### config.mk
export PLATFORM = sky130hd
export DESIGN_NAME = l1_refill_ctrl_flat
export DESIGN_NICKNAME = d
export VERILOG_FILES = /design/src/rtl/l1_pkg.sv /design/src/rtl/l1_refill_ctrl_if.sv /design/src/rtl/l1_refill_ctrl.sv /design/src/flat_wrapper.sv
export SDC_FILE = /design/constraint.sdc
export NUM_CORES = 1
export LEC_CHECK = 0
export CAP_MARGIN = 20
export CELL_PAD_IN_SITES_DETAIL_PLACEMENT = 1
export CELL_PAD_IN_SITES_GLOBAL_PLACEMENT = 1
export CORE_UTILIZATION = 35
export CTS_CLUSTER_DIAMETER = 40
export CTS_CLUSTER_SIZE = 12
export DETAILED_ROUTE_END_ITERATION = 8
export DONT_BUFFER_PORTS = 1
export PLACE_DENSITY = 0.77
export RECOVER_POWER = 50
export SYNTH_ARGS = -nofsm -noshare
export SYNTH_HDL_FRONTEND = slang
export SYNTH_SLANG_ARGS = --single-unit
export TNS_END_PERCENT = 100
### constraint.sdc
create_clock -name clk -period 2.2 [get_ports clk]
set_input_delay 0.44 -clock clk [delete_from_list [all_inputs] [get_ports clk]]
set_output_delay 0.44 -clock clk [all_outputs]
set_load 0.01 [all_outputs]
### src/rtl/l1_pkg.sv
// rtl/l1_pkg.sv - shared types and default geometry for the L1 refill controller
package l1_pkg;

    localparam int L1_ADDR_WIDTH = 32;
    localparam int L1_DATA_WIDTH = 32;
    localparam int L1_LINE_WORDS = 4;

    typedef enum logic [1:0] {
        IDLE = 2'd0,
        REQ  = 2'd1,
        FILL = 2'd2,
        DONE = 2'd3
    } refill_state_e;

endpackage

### src/rtl/l1_refill_ctrl_if.sv
// rtl/l1_refill_ctrl_if.sv - miss, L2 read and data/tag array signals of the refill controller
interface l1_refill_ctrl_if
    import l1_pkg::*;
#(
    parameter int ADDR_WIDTH = L1_ADDR_WIDTH,
    parameter int DATA_WIDTH = L1_DATA_WIDTH,
    parameter int LINE_WORDS = L1_LINE_WORDS
);
    localparam int IDX_W = $clog2(LINE_WORDS);

    logic                  miss_req;
    logic [ADDR_WIDTH-1:0] miss_addr;
    logic                  miss_ack;
    logic                  l2_req;
    logic [ADDR_WIDTH-1:0] l2_addr;
    logic                  l2_gnt;
    logic                  l2_rvalid;
    logic [DATA_WIDTH-1:0] l2_rdata;
    logic                  arr_we;
    logic [IDX_W-1:0]      arr_idx;
    logic [DATA_WIDTH-1:0] arr_wdata;
    logic                  tag_we;
    logic                  refill_done;

    // slave: the refill controller; master: the core engine, L2 and arrays around it
    modport slave (
        input  miss_req, miss_addr, l2_gnt, l2_rvalid, l2_rdata,
        output miss_ack, l2_req, l2_addr, arr_we, arr_idx, arr_wdata, tag_we, refill_done
    );

    modport master (
        output miss_req, miss_addr, l2_gnt, l2_rvalid, l2_rdata,
        input  miss_ack, l2_req, l2_addr, arr_we, arr_idx, arr_wdata, tag_we, refill_done
    );

endinterface

### src/rtl/l1_refill_ctrl.sv
// rtl/l1_refill_ctrl.sv - L1 line refill: accept miss, request line from L2, write beats, install tag
module l1_refill_ctrl
    import l1_pkg::*;
#(
    parameter int ADDR_WIDTH = L1_ADDR_WIDTH,
    parameter int DATA_WIDTH = L1_DATA_WIDTH,
    parameter int LINE_WORDS = L1_LINE_WORDS
) (
    input  logic           clk,
    input  logic           rst,
    l1_refill_ctrl_if.slave bus
);
    localparam int IDX_W = $clog2(LINE_WORDS);
    localparam int OFF_W = $clog2(LINE_WORDS * DATA_WIDTH / 8);

    refill_state_e         state;
    refill_state_e         state_nx;
    logic [IDX_W-1:0]      cnt;
    logic [ADDR_WIDTH-1:0] addr_q;
    logic                  last_beat;

    assign last_beat = (cnt == IDX_W'(LINE_WORDS - 1));

    always_ff @(posedge clk) begin
        if (rst) begin
            state <= IDLE;
        end else begin
            state <= state_nx;
        end
    end

    always_ff @(posedge clk) begin
        if (rst) begin
            cnt    <= '0;
            addr_q <= '0;
        end else begin
            case (state)
                IDLE: if (bus.miss_req) addr_q <= {bus.miss_addr[ADDR_WIDTH-1:OFF_W], {OFF_W{1'b0}}};
                REQ:  cnt <= '0;
                FILL: if (bus.l2_rvalid) cnt <= cnt + IDX_W'(1);
                default: ;
            endcase
        end
    end

    always_comb begin
        state_nx = state;
        case (state)
            IDLE: if (bus.miss_req) state_nx = REQ;
            REQ:  if (bus.l2_gnt) state_nx = FILL;
            FILL: if (bus.l2_rvalid && last_beat) state_nx = DONE;
            DONE: state_nx = IDLE;
            default: state_nx = IDLE;
        endcase
    end

    // Outputs are forced low while rst is high so an abandoned line never sees another write
    always_comb begin
        bus.miss_ack    = 1'b0;
        bus.l2_req      = 1'b0;
        bus.l2_addr     = '0;
        bus.arr_we      = 1'b0;
        bus.arr_idx     = '0;
        bus.arr_wdata   = '0;
        bus.tag_we      = 1'b0;
        bus.refill_done = 1'b0;
        if (!rst) begin
            case (state)
                IDLE: bus.miss_ack = bus.miss_req;
                REQ: begin
                    bus.l2_req  = 1'b1;
                    bus.l2_addr = addr_q;
                end
                FILL: begin
                    if (bus.l2_rvalid) begin
                        bus.arr_we    = 1'b1;
                        bus.arr_idx   = cnt;
                        bus.arr_wdata = bus.l2_rdata;
                        bus.tag_we    = last_beat;
                    end
                end
                DONE: bus.refill_done = 1'b1;
                default: ;
            endcase
        end
    end

endmodule

### src/flat_wrapper.sv
// flat-port wrapper written by rule: the top's interface ports become plain ports
module l1_refill_ctrl_flat import l1_pkg::*;
#(
    parameter int ADDR_WIDTH = L1_ADDR_WIDTH,
    parameter int DATA_WIDTH = L1_DATA_WIDTH,
    parameter int LINE_WORDS = L1_LINE_WORDS
)
  (clk, rst, bus_miss_req, bus_miss_addr, bus_l2_gnt, bus_l2_rvalid, bus_l2_rdata, bus_miss_ack, bus_l2_req, bus_l2_addr, bus_arr_we, bus_arr_idx, bus_arr_wdata, bus_tag_we, bus_refill_done);
  l1_refill_ctrl_if #(.ADDR_WIDTH(ADDR_WIDTH), .DATA_WIDTH(DATA_WIDTH), .LINE_WORDS(LINE_WORDS)) bus_i ();
  input  logic clk;
  input  logic rst;
  input wire logic [$bits(bus_i.miss_req)-1:0] bus_miss_req;
  input wire logic [$bits(bus_i.miss_addr)-1:0] bus_miss_addr;
  input wire logic [$bits(bus_i.l2_gnt)-1:0] bus_l2_gnt;
  input wire logic [$bits(bus_i.l2_rvalid)-1:0] bus_l2_rvalid;
  input wire logic [$bits(bus_i.l2_rdata)-1:0] bus_l2_rdata;
  output wire logic [$bits(bus_i.miss_ack)-1:0] bus_miss_ack;
  output wire logic [$bits(bus_i.l2_req)-1:0] bus_l2_req;
  output wire logic [$bits(bus_i.l2_addr)-1:0] bus_l2_addr;
  output wire logic [$bits(bus_i.arr_we)-1:0] bus_arr_we;
  output wire logic [$bits(bus_i.arr_idx)-1:0] bus_arr_idx;
  output wire logic [$bits(bus_i.arr_wdata)-1:0] bus_arr_wdata;
  output wire logic [$bits(bus_i.tag_we)-1:0] bus_tag_we;
  output wire logic [$bits(bus_i.refill_done)-1:0] bus_refill_done;
  assign bus_i.miss_req = bus_miss_req;
  assign bus_i.miss_addr = bus_miss_addr;
  assign bus_i.l2_gnt = bus_l2_gnt;
  assign bus_i.l2_rvalid = bus_l2_rvalid;
  assign bus_i.l2_rdata = bus_l2_rdata;
  assign bus_miss_ack = bus_i.miss_ack;
  assign bus_l2_req = bus_i.l2_req;
  assign bus_l2_addr = bus_i.l2_addr;
  assign bus_arr_we = bus_i.arr_we;
  assign bus_arr_idx = bus_i.arr_idx;
  assign bus_arr_wdata = bus_i.arr_wdata;
  assign bus_tag_we = bus_i.tag_we;
  assign bus_refill_done = bus_i.refill_done;
  l1_refill_ctrl #(.ADDR_WIDTH(ADDR_WIDTH), .DATA_WIDTH(DATA_WIDTH), .LINE_WORDS(LINE_WORDS)) u_core (.clk(clk), .rst(rst), .bus(bus_i));
endmodule
# Yosys cells after proc, flatten, opt, wreduce, memory -nomap -nowiden
# Cells that the tools add are included.
# word_totals
regBits	32
word_cells	44
in_bits	69
out_inout_bits	71
# op_classes
eq_ne	8
n_reduce_logical	6
add_sub_neg	1
muxes	26
# ops
op	count
two-way mux 32 bit	5
two-way mux 2 bit	7
two-way mux 1 bit	12
one-hot mux 2 bit (4 select lines)	1
equality test 2 bit, second input constant	3
!= test 2 bit, second input constant	3
one-hot mux 2 bit (2 select lines)	1
AND reduction 2 bit	2
AND reduction 3 bit	1
adder 2 x 1 -> 2 bit, second input constant	1
equality test 2 x 1 -> 1 bit, second input constant	1
logical NOT 2 bit	1
!= test 2 x 1 -> 1 bit, second input constant	1
nonzero test 2 bit	1
logical AND 1 bit	1

# Longest topological paths before layout
# Gate-level depths: netlist of the first run.
# depth
ltp_word	4
ltp_mapped	7

# Least setup slack after synthesis of the first run
# OpenSTA, ideal clock, no wires.
# synth_timing
path_kind	register -> output
from	register u_core.state[1]
to	output bus_l2_addr[12]
setup_slack_ns	0.537
arrival_ns	1.223
path_stages_with_launch	7
n_path_buf	2
t_required_ns	1.760
path_cell_list	dfxtp_1 > inv_1 > ha_1 > nor2b_2 > buf_4 > clkbuf_2 > and2_1
# synth_via
elab_chain_cells	3
# synth_lines
item	line_no	source
from (decl)	l1_refill_ctrl.sv:16	refill_state_e state;
from (signal assigned)	l1_refill_ctrl.sv:28	state <= state_nx;
equality test 2 x 1 -> 1 bit	l1_refill_ctrl.sv:68	case (state)
two-way mux 32 bit	l1_refill_ctrl.sv:68	
two-way mux 32 bit	l1_refill_ctrl.sv:67	if (!rst) begin
to (decl)	flat_wrapper.sv:19	output wire logic [$bits(bus_i.l2_addr)-1:0] bus_l2_addr;
# Every way passes these cells.

# Worst setup path in the final report of the first run
# layout_timing
from	register u_core.state[0]
to	output bus_arr_wdata[10]
# layout_via
elab_chain_cells	3
# layout_lines
item	line_no	source
equality test 2 bit	l1_refill_ctrl.sv:68	
two-way mux 32 bit	l1_refill_ctrl.sv:68	
two-way mux 32 bit	l1_refill_ctrl.sv:67	
to (decl)	flat_wrapper.sv:22	output wire logic [$bits(bus_i.arr_wdata)-1:0] bus_arr_wdata;
# Every way passes these cells.

==> results of run 1 <==
-- cell families after synthesis --
group | Yosys count | synth area share
and+or+nand+nor | 135 | 0.3967
AOI/OAI and AO/OA | 33 | 0.1004
DFF | 32 | 0.3621
buffers and inverters | 22 | 0.08486
adders and majority gates | 6 | 0.04243
muxes | 2 | 0.01132
other | 1 | 0.002120
-- metrics by stage --
stage | utilization | power [W] | std cells | area [um^2]
2_1_floorplan | - | 0.001264 | 234 | 1780
3_3_place_gp | 0.3660 | 0.001319 | 285 | 1752
3_5_place_dp | 0.3660 | 0.001340 | 285 | 1752
4_1_cts | 0.3867 | 0.001792 | 294 | 1851
5_1_grt | 0.3945 | 0.001911 | 297 | 1888
6_report | 0.3945 | 0.001762 | 297 | 1888
-- synthesized netlist by cell type --
cell / number
or2_2: 1
mux2i_1: 2
nor2b_2: 1
and3_4: 1
nand2_1: 59
buf_2: 2
a21bo_1: 1
dfxtp_1: 32
buf_4: 9
a21oi_1: 29
nor2_4: 1
clkbuf_2: 1
inv_1: 2
nand2b_1: 4
buf_6: 4
clkbuf_1: 4
a31oi_1: 1
ha_1: 6
a32oi_1: 1
nor2_1: 3
and2_1: 64
o21a_1: 1
nor2b_1: 1
conb_1: 1
-- cell usage in the layout (no fill, tap or decap), types with 2 or more instances in the layout --
cell / n
conb_1: 4
and2_0: 18
nand2_1: 58
buf_4: 4
clkinv_2: 2
nor2_4: 3
and2_1: 46
clkbuf_8: 5
inv_1: 2
ha_1: 5
dfxtp_1: 32
a21oi_1: 29
nand2b_1: 4
nor2_1: 3
mux2i_1: 2
-- worst max-delay path, stage by stage (launching register included) --
cell and delay (ns):
dfxtp_1 0.34, inv_1 0.12, ha_2 0.25, nand2_2 0.16
nor2_4 0.16, buf_12 0.14, and2_1 0.19
-- report_power, final --
group,switching (W),total [W],internal [W]
Sequential,0.0000538,0.000735,0.000682
Clock,0.000216,0.000436,0.000220
Combinational,0.000379,0.000591,0.000212
-- final cells by class --
class,instances,area share
Inverter,2,0.003976
Clock buffer,5,0.03645
Timing Repair Buffer,5,0.02651
Multi-Input combinational cell,183,0.5394
Sequential cell,32,0.3393
Tap cell,67,0.04440
Clock inverter,3,0.009940
-- layer usage --
layer	global-route usage	vias to the layer above	wire length [um]
li1	-	710	-
met1	0.1797	666	1836
met2	0.2531	81	2022
met3	0.05525	2	406
met4	0.04575	0	23
met5	0	-	0
-- path summary, 6_finish.rpt --
path,endpoint,from,slack [ns],cells past startpoint
setup / recovery,bus_arr_wdata[10],u_core.state[0],0.14,6
hold / removal,u_core.addr_q[12],rst,0.22,1
hold reg to reg,u_core.addr_q[31],u_core.addr_q[31],0.44,2
setup reg to reg,u_core.addr_q[22],u_core.state[0],0.36,5
-- timing repair --
item | in CTS | in global routing
setup endpoints to repair | 36 | 36
gates cloned | 1 | 2
hold endpoints to repair | 0 | 0
setup buffers | 0 | 1
resized for setup | 1 | 3
pin swaps | 0 | 2
-- sequential cells by signal, summed over array words and instances (netlist names) --
register       flops
u_core.cnt         2
u_core.addr_q     28
u_core.state       2
==> flow_summary.json, run 1 <==
{
  "status": "finished clean",
  "nets": 304,
  "via_count": 1459,
  "cts_made_buffers": 5,
  "place_congestion": 0.6852,
  "worstPathMaxFanout": 18,
  "start_kind": "register",
  "h-tree-depth": 2,
  "power.leakage_nw": 0.7325,
  "cts_tree": "yes",
  "period_minus_slack_ns": 2.060,
  "dp_slack_ns": 0.2193,
  "synth_top_cell_area_share": 0.3621,
  "cts_sinks": 32,
  "routed_wl_um": 4289,
  "grt_pass1_wl_um": 6210,
  "rows": 25,
  "rsz0062_at_grt": "no",
  "hold_buffers": 0,
  "dp_hpwl_um": 2918,
  "vdd_drop_max_uv": 386.8,
  "via_per_inst": 4.912,
  "ys_seq_area_frac": 0.3621,
  "crit_arrival_ns": 1.62,
  "hold_viol_final": 0,
  "finalSetupTns_ns": 0,
  "gr-total-overflow": 0,
  "grt_pass1_vias": 1391,
  "finalSetupViolCount": 0,
  "dieArea_mm2": 0.005343,
  "synth_area_mm2": 0.001769,
  "synth.distinct_cells": 24,
  "p_per_area_mw_per_mm2": 933.4,
  "synthTopCellsByArea": "dfxtp_1, and2_1, nand2_1",
  "worst_clock_skew_ns": 0.007485,
  "hold_ws_ns": 0.2224,
  "cp-end-kind": "output port",
  "synth_seq_cells": 32,
  "clk_pin_slew_worst_paths_ns": 0.07,
  "start_util": 0.3697,
  "finalWorstSetupSlack_ns": 0.1397,
  "die_w_um": 73.10,
  "fmax_mhz": 485.4,
  "core_mm2": 0.004786,
  "ant_nets": 0,
  "die_h_um": 73.10,
  "hp-class": "in -> reg",
  "diodes": 0,
  "wl_per_cell_um": 14.44,
  "netlist.top_cell.by_area": "dfxtp_1",
  "syn_area_per_cell_um2": 7.659,
  "clk_latency_ns": 0.27,
  "drtIter0Drc": 21,
  "multiInputGateArea_mm2": 0.001018,
  "grtUsageTotal": 0.1511,
  "antenna_found_initial": 0,
  "cts_buffer_depth": 2,
  "register_area_um2": 640.6,
  "first_pass_iters": 4,
  "area_growth_pct": 6.718,
  "worstMarginPinSlew_ns": 1.037,
  "relSlewSlack": 0.3088,
  "clock-root-buffer": "clkbuf_8",
  "cap_violations": 0,
  "num_io_pins": 140,
  "post-route-period-util": 0.9365,
  "grt_max_degree": 39,
  "netlist_instances": 231,
  "cp.required_ns": 1.76,
  "fillers": 599,
  "yosysWarnings": 0,
  "critical_path_class": "reg -> out",
  "drc": 0,
  "final_layout_size_suffix_gt1_frac": 0.09130,
  "port_buffers": 0,
  "slew_violations": 0
}
No activity file was read; power rests on OpenSTA's default activity.
==> inputs of run 2 (changes only) <==
Settings changed: CORE_UTILIZATION 35 to 37, PLACE_DENSITY 0.77 to 0.83.
Clock period 2.2 ns to 1.8 ns, I/O delays scaled along.
==> run 2 against run 1 <==
Against the previous run: the flow now finishes with violations (design-rule violations, negative setup slack); register-to-register slack worse by 0.13 ns; sequential share of layout area is 4.3 points lower; count of clock-buffer cells in the layout grew 2; worst setup slack worse by 0.19 ns; sequential power increased by 22%; critical path depth rose by 2; worst hold slack worse by 0.085 ns; via count increased by 6.4%; routed wire length grew 18%; global-route usage is 5.3 points higher; power grew 46%; first-iteration DRC count grew to 3.1 times the previous value.
==> flow_summary.json, run 2 (same netlist as run 1, synthesis figures left out) <==
{
  "core_mm2": 0.004474,
  "critical_path_class": "reg -> out",
  "vdd_drop_max_uv": 471.7,
  "nets": 318,
  "total_power_w": 0.002567,
  "die_h_um": 71.15,
  "place_congestion": 0.6880,
  "cts_buffer_depth": 2,
  "cts_made_buffers": 5,
  "final_common_cell": "nand2_1",
  "largestRegisters": "u_core.addr_q x28, u_core.cnt x2, u_core.state x2",
  "largest_reg_flops": 28,
  "area_growth_pct": 22.56,
  "fillers": 543,
  "internal_power_w": 0.001659,
  "hold_depth": 1,
  "start_util": 0.3954,
  "cap_violations": 0,
  "r2r_cells": 7,
  "ant_nets": 0,
  "gr-total-overflow": 0,
  "violations": "design-rule violations, negative setup slack",
  "start_kind": "register",
  "finalWorstSetupSlack_ns": -0.05119,
  "seq_power_share": 0.349,
  "h-tree-depth": 2,
  "post-route-period-util": 1.028,
  "via_per_inst": 5.247,
  "crit_arrival_ns": 1.49,
  "diodes": 0,
  "die_w_um": 71.15,
  "routed_wl_um": 5071,
  "hold_buffers": 0,
  "wl_per_cell_um": 17.13,
  "cp.required_ns": 1.44,
  "grtUsageTotal": 0.2040,
  "dp_hpwl_um": 3385,
  "final_layout_size_suffix_gt1_frac": 0.3607,
  "p_sw_w": 0.0009083,
  "clkPwrFrac": 0.226,
  "placedCellCount": 276,
  "cts_sinks": 32,
  "power.leakage_nw": 0.9087,
  "fmax_mhz": 540.2,
  "drtIter0Drc": 65,
  "rows": 24,
  "clk_latency_ns": 0.28,
  "antenna_found_initial": 0,
  "clock-root-buffer": "clkbuf_8",
  "sw_frac_of_total": 0.3538,
  "status": "complete, but fails checks",
  "grt_pass1_wl_um": 7872,
  "grt_max_degree": 41,
  "dieArea_mm2": 0.005062,
  "finalSetupViolCount": 36,
  "hp-class": "in -> reg",
  "final_cells": 296,
  "p_per_area_mw_per_mm2": 1184,
  "power_frac_comb": 0.425,
  "via_count": 1553,
  "hold_viol_final": 0,
  "worst_clock_skew_ns": 0.004797,
  "port_buffers": 0,
  "first_pass_iters": 7,
  "mostFrequentLayoutCells": "nand2_1, and2_4, dfxtp_1",
  "slew_violations": 0,
  "num_io_pins": 140,
  "dpl_cell_area_mm2": 0.001790,
  "cp-end-kind": "output port",
  "grt_pass1_vias": 1643,
  "clk_pin_slew_worst_paths_ns": 0.07,
  "top_register": "u_core.addr_q",
  "drc": 13,
  "rsz0062_at_grt": "yes",
  "stdcell_area_mm2": 0.002168,
  "dp_slack_ns": -0.2889,
  "period_minus_slack_ns": 1.851,
  "worstPathMaxFanout": 5,
  "cts_tree": "yes"
}
## run 2: cell count changes in the layout (fill, tap and decap cells not counted), moves of 4 or more
cell and delta:
and2_0 -18, and2_4 +47, and2_1 -30, nor2b_4 +4, buf_6 +6, buf_4 +9
## run 2: final cells by class
class                   count  area, um^2  share of cell area
flip-flops and latches     32       641.9              0.2960
well taps                  52       65.06             0.03001
clock inverters             1       7.507            0.003462
repair buffers             19       165.2             0.07617
multi-input cells         183        1192              0.5499
clock buffers               7       86.33             0.03982
inverters                   2       10.01            0.004616
## run 2: what timing repair did
action                     in CTS  in global routing
resized for setup              54                 16
gates cloned                    4                  0
setup endpoints to repair      93                 65
buffers inserted               10                  0
pin swaps                      10                  4
hold endpoints to repair        0                  0
## run 2: metrics by stage
step,hold WS [ns],util,TNS (ns)
after floorplan,0.4302,-,0
after global placement,0.4314,0.4002,-9.674
after detailed placement,0.4338,0.4002,-10.32
after CTS,0.1279,0.4841,-3.735
after global routing,0.1210,0.4846,-4.946
final,0.1376,0.4846,-0.4469
## run 2: power groups by stage
stage | Clock, W | Combinational [W] | Sequential [W]
final | 0.000579 | 0.00109 | 0.000896
after global routing | 0.000634 | 0.00122 | 0.000914
after CTS | 0.000599 | 0.00107 | 0.000893
after detailed placement | 0 | 0.000824 | 0.000904
after global placement | 0 | 0.000790 | 0.000896
after floorplan | 0 | 0.000650 | 0.000896
## run 2: routing by layer
metal  track usage  vias to the layer above  wire length (um)
li1              -                      736                 -
met1        0.2085                      709              1840
met2        0.3704                       95              2625
met3       0.07123                       13               461
met4       0.09556                        0               143
met5             0                        -                 0
## run 2: path summary, 6_finish.rpt
kind | start | endpoint | slack, ns
max | u_core.state[0] | bus_arr_wdata[22] | -0.05
min reg2reg | u_core.addr_q[14] | u_core.addr_q[14] | 0.45
min | rst | u_core.addr_q[4] | 0.14
max reg2reg | u_core.state[0] | u_core.addr_q[13] | 0.23
## run 2: critical path, stage by stage (launching register included)
cell,delay [ns]
dfxtp_2,0.34
buf_6,0.12
inv_4,0.05
ha_4,0.14
nand2_4,0.05
nor2_4,0.13
buf_6,0.12
buf_6,0.11
and2_4,0.15
==> inputs of run 3 (changes only) <==
Settings changed: ABC_AREA from default to 1, CORE_MARGIN from default to 2, CORE_UTILIZATION 37 to 35, GPL_ROUTABILITY_DRIVEN from default to 0, PLACE_DENSITY 0.83 to 0.82.
==> run 3 against run 2 <==
Against the previous run: the run now ends clean; die area increased by 17%; worst hold slack improved by 0.084 ns; power increased by 6.2%; flip-flop and latch count unchanged; routed wire length increased by 0.30%; synthesized area increased by 5.4%; combinational power decreased by 13%; critical path depth decreased by 2; utilization decreased by 7.0 points; register-to-register slack improved by 0.13 ns; non-clock buffer count decreased by 13; critical endpoint unchanged; largest power group is now registers.
==> flow_summary.json, run 3 <==
{
  "grtUsageTotal": 0.1681,
  "synth_area_mm2": 0.001866,
  "hp-class": "in -> reg",
  "netlist.top_cell.by_area": "dfxtp_1",
  "via_per_inst": 4.736,
  "synth.most_common_cell": "nor2_1",
  "synth_edf_count": 0,
  "r2r_start": "u_core.state[0]",
  "period_minus_slack_ns": 1.725,
  "die_h_um": 77.01,
  "grt_pass1_wl_um": 8107,
  "port_buffers": 0,
  "r2r_setup_slack_ns": 0.36,
  "finalWorstSetupSlack_ns": 0.07464,
  "dieArea_mm2": 0.005930,
  "postCtsSetupBuffers": 0,
  "clk_pin_slew_worst_paths_ns": 0.07,
  "worstPathMaxFanout": 18,
  "final_cells": 375,
  "internal_power_w": 0.001721,
  "start_util": 0.3630,
  "finalSetupViolCount": 0,
  "hold_viol_final": 0,
  "r2r_end": "u_core.addr_q[19]",
  "h-tree-depth": 2,
  "grt_pass1_vias": 1742,
  "crit_arrival_ns": 1.37,
  "cp.required_ns": 1.44,
  "power.leakage_nw": 0.9847,
  "ys.flop_type": "dfxtp_1",
  "finalSetupTns_ns": 0,
  "seq_power_share": 0.376,
  "diodes": 0,
  "synth_fa_ha_area_frac": 0.04024,
  "antenna_found_initial": 0,
  "num_io_pins": 140,
  "synth_top_cell_area_share": 0.3434,
  "sw_frac_of_total": 0.3686,
  "critical_path_class": "reg -> out",
  "routed_wl_um": 5086,
  "die_w_um": 77.01,
  "multiInputGateArea_mm2": 0.001031,
  "clk_latency_ns": 0.27,
  "cts_sinks": 32,
  "mostFrequentLayoutCells": "nor2_1, inv_1, nand2_1",
  "clkPwrFrac": 0.275,
  "yosys-top-cells-count": "nor2_1, inv_1, nand2_1, dfxtp_1, o21ai_0",
  "clock-root-buffer": "clkbuf_8",
  "synth-simple-area-share": 0.3441,
  "crit_start": "u_core.state[0]",
  "wl_per_cell_um": 13.56,
  "cap_violations": 0,
  "ant_nets": 0,
  "cts_tree": "yes",
  "dp_hpwl_um": 3475,
  "status": "finished clean",
  "syn_area_per_cell_um2": 6.077,
  "post-route-period-util": 0.9585,
  "fin_util": 0.4148,
  "first_pass_iters": 4,
  "synthTopCellsByArea": "dfxtp_1, nor2_1, inv_1",
  "cts_buffer_depth": 2,
  "final_common_cell": "nor2_1",
  "grt_max_degree": 33,
  "synth_compound_area_frac": 0.09054,
  "drtIter0Drc": 68,
  "start_kind": "register",
  "area_growth_pct": 14.29,
  "synth_seq_cells": 32,
  "netlist_instances": 307,
  "cp-end-kind": "output port",
  "via_count": 1776,
  "hold_buffers": 0,
  "synth_xor_xnor_area_share": 0,
  "final_layout_size_suffix_gt1_frac": 0.1803,
  "register_area_um2": 645.6,
  "fillers": 687,
  "drc": 0,
  "placedCellCount": 365,
  "ys_seq_area_frac": 0.3434,
  "nets": 379,
  "worst_clock_skew_ns": 0.001134,
  "dp_slack_ns": -0.001086,
  "largest_reg_flops": 28,
  "synth.distinct_cells": 22,
  "top_register": "u_core.addr_q",
  "endpoint": "bus_arr_wdata[22]",
  "yosysWarnings": 0,
  "r2r_cells": 6,
  "largestRegisters": "u_core.addr_q x28, u_core.cnt x2, u_core.state x2",
  "vdd_drop_max_uv": 589.1,
  "synth_mux_area_frac": 0,
  "rows": 26,
  "synth_top_family_by_area": "simple AND/OR/NAND/NOR gates",
  "p_per_area_mw_per_mm2": 1278,
  "p_sw_w": 0.001005,
  "power_frac_comb": 0.349,
  "gr-total-overflow": 0,
  "cts_made_buffers": 5,
  "slew_violations": 0,
  "core_mm2": 0.005140,
  "fmax_mhz": 579.6,
  "async_flop_share": 0
}
-- run 3: kinds of logic (layout without fill, tap and decap cells) --
group | count (synthesis) | count (layout)
buf+inv | 68 | 61
other cells | 1 | 4
compound gates | 33 | 33
flops | 32 | 32
fa+ha+maj | 6 | 6
simple gates | 167 | 169
-- run 3: critical path, stage by stage (launching register included) --
cell and delay (ns):
dfxtp_4 0.36, inv_4 0.08, ha_4 0.15, nand2_2 0.07
clkinv_4 0.11, nand2_8 0.11, nor2_1 0.22
-- run 3: timing repair --
action / 4_1_cts / 5_1_grt
gates cloned: 2 / 0
gates resized for setup: 16 / 28
pin swaps: 1 / 0
setup endpoints to repair: 42 / 65
-- run 3: cell type report --
type	instances	share of cell area
well taps	70	0.04108
multi-input cells	212	0.4836
flip-flops and latches	32	0.3028
clock buffers	7	0.04519
repair buffers	6	0.02700
inverters	47	0.08627
clock inverters	1	0.01408
-- run 3: power groups by stage --
| stage | sequential, W | clock [W] | combinational (W) |
|---|---|---|---|
| 3_3_place_gp | 0.00101 | 0 | 0.000876 |
| 3_5_place_dp | 0.00102 | 0 | 0.000905 |
| 2_1_floorplan | 0.000999 | 0 | 0.000773 |
| 6_report | 0.00103 | 0.000750 | 0.000950 |
| 5_1_grt | 0.00105 | 0.000806 | 0.00111 |
| 4_1_cts | 0.00101 | 0.000789 | 0.000946 |
-- run 3: how the worst min path moves through the flow --
| stage | slack [ns] | startpoint | cells after the start | to |
|---|---|---|---|---|
| 4_1_cts | 0.21 | bus_miss_addr[4] | 2 | u_core.addr_q[4] |
| 3_5_place_dp | 0.47 | u_core.addr_q[17] | 2 | u_core.addr_q[17] |
| 5_1_grt | 0.23 | bus_miss_addr[9] | 2 | u_core.addr_q[9] |
| 2_1_floorplan | 0.45 | u_core.cnt[0] | 1 | u_core.cnt[0] |
| 3_3_place_gp | 0.46 | u_core.addr_q[17] | 2 | u_core.addr_q[17] |
| 6_report | 0.22 | bus_miss_addr[4] | 2 | u_core.addr_q[4] |
-- run 3: routing by layer --
metal | share of wire | track usage | vias up | routed length, um
met3 | 0.082 | 0.05176 | 2 | 415
met2 | 0.51 | 0.3123 | 80 | 2573
met5 | 0 | 0 | - | 0
li1 | - | - | 885 | -
met1 | 0.41 | 0.1835 | 809 | 2081
met4 | 0.0029 | 0.04643 | 0 | 15
-- run 3: stage by stage --
| stage | instance area (um^2) | hold WS, ns | power, W |
|---|---|---|---|
| finish | 2132 | 0.2214 | 0.002725 |
| global route | 2132 | 0.2252 | 0.002966 |
| CTS | 2063 | 0.2123 | 0.002746 |
| detailed placement | 1866 | 0.4714 | 0.001927 |
| global placement | 1866 | 0.4617 | 0.001887 |
| floorplan | 1877 | 0.4473 | 0.001771 |
